<file path="config.mk">
export PLATFORM = sky130hd
export DESIGN_NAME = seq_detect_param
export DESIGN_NICKNAME = d
export VERILOG_FILES = /design/src/rtl/seq_detect_param.sv
export SDC_FILE = /design/constraint.sdc
export NUM_CORES = 1
export LEC_CHECK = 0
export BUFFER_PORTS_ARGS = -buffer_cell sky130_fd_sc_hd__buf_4
export CAP_MARGIN = 0
export CELL_PAD_IN_SITES_DETAIL_PLACEMENT = 0
export CELL_PAD_IN_SITES_GLOBAL_PLACEMENT = 1
export CORE_MARGIN = 2
export CORE_UTILIZATION = 40
export DETAILED_ROUTE_END_ITERATION = 16
export GPL_ROUTABILITY_DRIVEN = 0
export PLACE_DENSITY = 0.84
export SLEW_MARGIN = 20
export SYNTH_ARGS = -nofsm -noshare
export SYNTH_HDL_FRONTEND = slang
export SYNTH_SLANG_ARGS = --single-unit
</file>
<file path="constraint.sdc">
create_clock -name clk -period 3.1 [get_ports clk]
set_input_delay 0.31 -clock clk [delete_from_list [all_inputs] [get_ports clk]]
set_output_delay 0.31 -clock clk [all_outputs]
set_load 0.01 [all_outputs]
</file>
<file path="src/rtl/seq_detect_param.sv">
// Parametrised serial pattern detector with a run-time programmable pattern and length,
// overlap/non-overlap modes, a sample enable and a saturating match counter.
module seq_detect_param #(
    parameter int PAT_W = 8,
    parameter int LEN_W = 4,
    parameter int CNT_W = 8
) (
    input  logic             clk,
    input  logic             rst,
    input  logic             cfg_load,
    input  logic [PAT_W-1:0] pat,
    input  logic [LEN_W-1:0] pat_len,
    input  logic             ovl,
    input  logic             en,
    input  logic             x_inp,
    output logic             y_out,
    output logic [CNT_W-1:0] match_cnt,
    output logic             cfg_err
);

    typedef enum logic [0:0] {
        ST_IDLE = 1'b0,
        ST_RUN  = 1'b1
    } state_t;

    localparam logic [LEN_W-1:0] PAT_W_L = LEN_W'(PAT_W);

    state_t             state_q, state_d;
    logic [PAT_W-1:0]   pat_q, pat_d;
    logic [LEN_W-1:0]   len_q, len_d;
    logic               ovl_q, ovl_d;
    logic [PAT_W-1:0]   hist_q, hist_d;
    logic [LEN_W-1:0]   hcnt_q, hcnt_d;
    logic               y_q, y_d;
    logic [CNT_W-1:0]   cnt_q, cnt_d;
    logic               err_q, err_d;

    logic               cfg_ok_s;
    logic [PAT_W-1:0]   h_next_s;
    logic [LEN_W-1:0]   c_next_s;
    logic               match_s;

    // Only the low len bits take part in the comparison.
    function automatic logic [PAT_W-1:0] len_mask(input logic [LEN_W-1:0] len);
        logic [PAT_W-1:0] m;
        m = '0;
        for (int i = 0; i < PAT_W; i++) begin
            if (i < int'(len)) begin
                m[i] = 1'b1;
            end else begin
                m[i] = 1'b0;
            end
        end
        return m;
    endfunction

    assign cfg_ok_s = (pat_len != '0) && (pat_len <= PAT_W_L);
    assign h_next_s = {hist_q[PAT_W-2:0], x_inp};
    assign c_next_s = (hcnt_q >= PAT_W_L) ? PAT_W_L : (hcnt_q + LEN_W'(1));
    assign match_s  = (c_next_s >= len_q) &&
                      (((h_next_s ^ pat_q) & len_mask(len_q)) == '0);

    // Next-state and registered-output logic.
    always_comb begin
        state_d = state_q;
        pat_d   = pat_q;
        len_d   = len_q;
        ovl_d   = ovl_q;
        hist_d  = hist_q;
        hcnt_d  = hcnt_q;
        cnt_d   = cnt_q;
        err_d   = err_q;
        y_d     = 1'b0;

        if (cfg_load) begin
            // A (re)load always restarts detection from an empty history.
            pat_d  = pat;
            len_d  = pat_len;
            ovl_d  = ovl;
            hist_d = '0;
            hcnt_d = '0;
            cnt_d  = '0;
            if (cfg_ok_s) begin
                state_d = ST_RUN;
                err_d   = 1'b0;
            end else begin
                state_d = ST_IDLE;
                err_d   = 1'b1;
            end
        end else begin
            case (state_q)
                ST_IDLE: begin
                    state_d = ST_IDLE;
                end
                ST_RUN: begin
                    if (en) begin
                        hist_d = h_next_s;
                        y_d    = match_s;
                        if (match_s && !ovl_q) begin
                            hcnt_d = '0;
                        end else begin
                            hcnt_d = c_next_s;
                        end
                        if (match_s && (cnt_q != {CNT_W{1'b1}})) begin
                            cnt_d = cnt_q + CNT_W'(1);
                        end else begin
                            cnt_d = cnt_q;
                        end
                    end else begin
                        hist_d = hist_q;
                    end
                end
                default: begin
                    state_d = ST_IDLE;
                end
            endcase
        end
    end

    // State and output registers with asynchronous active-low clear.
    always_ff @(posedge clk or negedge rst) begin
        if (!rst) begin
            state_q <= ST_IDLE;
            pat_q   <= '0;
            len_q   <= '0;
            ovl_q   <= 1'b0;
            hist_q  <= '0;
            hcnt_q  <= '0;
            y_q     <= 1'b0;
            cnt_q   <= '0;
            err_q   <= 1'b0;
        end else begin
            state_q <= state_d;
            pat_q   <= pat_d;
            len_q   <= len_d;
            ovl_q   <= ovl_d;
            hist_q  <= hist_d;
            hcnt_q  <= hcnt_d;
            y_q     <= y_d;
            cnt_q   <= cnt_d;
            err_q   <= err_d;
        end
    end

    assign y_out     = y_q;
    assign match_cnt = cnt_q;
    assign cfg_err   = err_q;

endmodule

</file>
==> run_results.csv <==
group,metric,value,unit
pwr,p_int,863,uW
clock_tree,ctsResizeCount,0,
timing,fin_setup_tns,0,ns
place,placed_cell_area,2040,um^2
drt,drcViolationCount,0,
die,dieHeight,71.8,um
timing,worstMarginPinSlew,0.975,ns
yosys,ys_seq_area_share,47.7,%
critical_path,path_delay_family,"simple AND/OR/NAND/NOR gates",
timing,fmax,0.400,GHz
grt,grt_pass1_vias,1282,
drt,drt_iter0_drc,53,
critical_path,end_kind,"register",
pwr,peakVddDrop,0.340,mV
pwr,pwr-share-seq,44.9,%
cells_and_area,design_area,2190,um^2
timing,hold_slack,0.243,ns
drt,vias_per_cell,5.43,
clock_tree,clkSlewWorstSetupHoldPaths,0.07,ns
critical_path,path_class,"register to register",
pwr,p_per_area,510,nW/um^2
grt,grt_usage,15.2,%
status,status,"completed",
critical_path,cpPeakStageDelay,0.47,ns
timing,hold_viol_final,0,
drt,drtAntennaViolNets,0,
clock_tree,clock_latency,0.28,ns
critical_path,path_buf_inv,1,
die,initial_utilization,41.9,%
timing,finalMaxSlewViolations,0,
pwr,combPwrFrac,11.5,%
clock_tree,cts_max_level,2,
yosys,syn_nets,191,
clock_tree,clock-root-buffer,"clkbuf_8",
run,maxCapViolations,0,
cells_and_area,final_layout_size_suffix_gt1_share,29.7,%
grt,antenna_found_initial,0,
grt,grt_pass1_wl,6.09,mm
critical_path,required,3.31,ns
critical_path,cp_common_cell,"ha_1",
cells_and_area,fill_cells,401,
critical_path,worstSetupStartpointType,"register",
place,dp_cells,238,
hold_path,hp-class,"primary input to register",
timing,post-route-period-util,80.6,%
yosys,syn_inst,166,
grt,grt_overflow_total,0,
die,rows,24,
pwr,power.share.clock,43.6,%
place,place_hpwl,2.48,mm
timing,rsz0062_at_grt,"no",
pwr,p_leak,0.000966,uW
die,die_w,71.8,um
drt,wl_per_cell,14.3,um
cells_and_area,area_delta_synth_final,19.0,%
grt,grt_max_degree,36,
yosys,synth_ff_type,"dfrtp_1",
cells_and_area,layout_common_cells,"dfrtp_1 (35), buf_4 (28), nand2_1 (14)",
cells_and_area,fin_cells,247,
timing,slew-limit-headroom,35.0,%
clock_tree,clock_path_buffers,2,
cells_and_area,nets,219,
clock_tree,cts_setup_buffers,0,
critical_path,critPathSlowestCell,"or4_1",
pwr,p_sw,252,uW
pwr,switching_share,22.6,%
yosys,synthesis.area,1840,um^2
drt,via_count,1340,
critical_path,cp_cell_sequence,"ha_1 -> xnor2_1 -> nor2_1 -> ha_1 -> o21a_1 -> o22ai_1 -> a21oi_2 -> nand4bb_1 -> buf_4 -> or4_1 -> a21oi_1",
yosys,syn_avg_cell_area,11.1,um^2
clock_tree,clock_sinks,35,
drt,drt_pass1_iterations,4,
die,core-area,4380,um^2
pwr,total_power,1110,uW
cells_and_area,final_common_cell,"dfrtp_1",
cells_and_area,antenna_cells,0,
timing,fin_worst_skew,0.00286,ns
yosys,synth_seq_cells,35,
yosys,synth_cell_types,42,
timing,period_minus_slack,2.50,ns
place,numPortBuffers,27,
die,num_io_pins,28,
critical_path,critPathMaxFanout,18,
critical_path,critPathArrivalTime,2.71,ns
timing,setup_violations,0,
yosys,synth-async-reset-ratio,100,%
die,fp.dieArea,5150,um^2
clock_tree,cts_tree,"done",
drt,routed_wirelength,3.53,mm
yosys,synth_edf_count,0,
yosys,ys_warn_count,0,
clock_tree,holdBufCountCts,1,
clock_tree,cts_buffers,5,
==> synthesized netlist by cell type (2+ instances only) <==
library cell / number / area, um^2
a22o_1: 7 / 61.3
nand2_1: 14 / 52.6
clkbuf_8: 3 / 41.3
o21a_1: 2 / 15.0
clkbuf_1: 3 / 11.3
a21oi_2: 2 / 17.5
xnor2_1: 8 / 70.1
nor2b_1: 2 / 12.5
nand3_1: 2 / 10.0
inv_1: 9 / 33.8
dfrtp_1: 35 / 876
or3_1: 2 / 12.5
ha_1: 7 / 87.6
nor3_1: 4 / 20.0
o211ai_1: 2 / 15.0
o2111ai_1: 2 / 17.5
o21ai_0: 9 / 45.0
nor2_1: 4 / 15.0
o31ai_1: 6 / 45.0
mux2_2: 11 / 124
a21oi_1: 8 / 40.0
or4_1: 4 / 30.0
==> cells by family after synthesis <==
logic type                 synth area share, %
AOI/OAI and AO/OA                         17.0
xor gates and xnor gates                  5.18
adders and majority gates                 4.77
buffers and inverters                     5.59
DFF                                       47.7
muxes                                     6.74
and+or+nand+nor                           13.0
==> stage by stage <==
| stage | utilization [%] | worst slack, ns |
|---|---|---|
| 6_report | 49.9 | 0.602 |
| 5_1_grt | 49.9 | 0.405 |
| 4_1_cts | 49.9 | 0.590 |
| 3_5_place_dp | 46.6 | 0.611 |
| 3_3_place_gp | 46.6 | 0.659 |
| 2_1_floorplan | - | 0.782 |
==> power by group through the flow <==
stage	Combinational [uW]	Sequential [uW]	Clock [uW]
after floorplan	87.2	505	0
after global placement	127	508	0
after detailed placement	129	510	0
after CTS	131	501	496
after global routing	146	505	514
final	128	501	486
==> flip-flops by register name, indices dropped and copies added (netlist names), 4 cells and up <==
name       flops
len_q          4
pat_q          8
match_cnt      8
hcnt_q         4
hist_q         7
==> routing by layer <==
metal / vias up / GRT usage [%] / wire length [um]
li1: 660 / - / -
met4: 0 / 5.45 / 40
met5: - / 0 / 0
met1: 647 / 21.0 / 1720
met3: 7 / 3.94 / 143
met2: 26 / 22.9 / 1620
==> worst reg2reg max path, stage by stage, from the launching register on <==
cell       delay, ns
dfrtp_1         0.43
ha_1            0.22
xnor2_1         0.20
nor2_1          0.06
ha_1            0.27
o21a_1          0.10
o22ai_1         0.08
a21oi_2         0.14
nand4bb_1       0.10
buf_4           0.20
or4_1           0.48
a21oi_1         0.15
==> worst paths after layout <==
check                      slack, ns  startpoint           end  cells past startpoint
setup reg to reg                0.60   hcnt_q[0]  match_cnt[5]                     11
min in group asynchronous       0.52         rst  match_cnt[0]                      2
setup / recovery                0.60   hcnt_q[0]  match_cnt[5]                     11
hold reg to reg                 0.48     cfg_err       cfg_err                      1
hold / removal                  0.24  pat_len[1]      len_q[1]                      3
max in group asynchronous       2.26         rst      pat_q[0]                      2
==> final cells by class <==
class / count / area (um^2) / share of cell area [%]
clock buffers: 6 / 72.6 / 3.32
repair buffers: 29 / 220 / 10.1
well taps: 52 / 65.1 / 2.98
flip-flops and latches: 35 / 876 / 40.1
multi-input cells: 114 / 858 / 39.3
inverters: 9 / 33.8 / 1.55
clock inverters: 2 / 60.1 / 2.75
(Power assumes the default switching activity.)
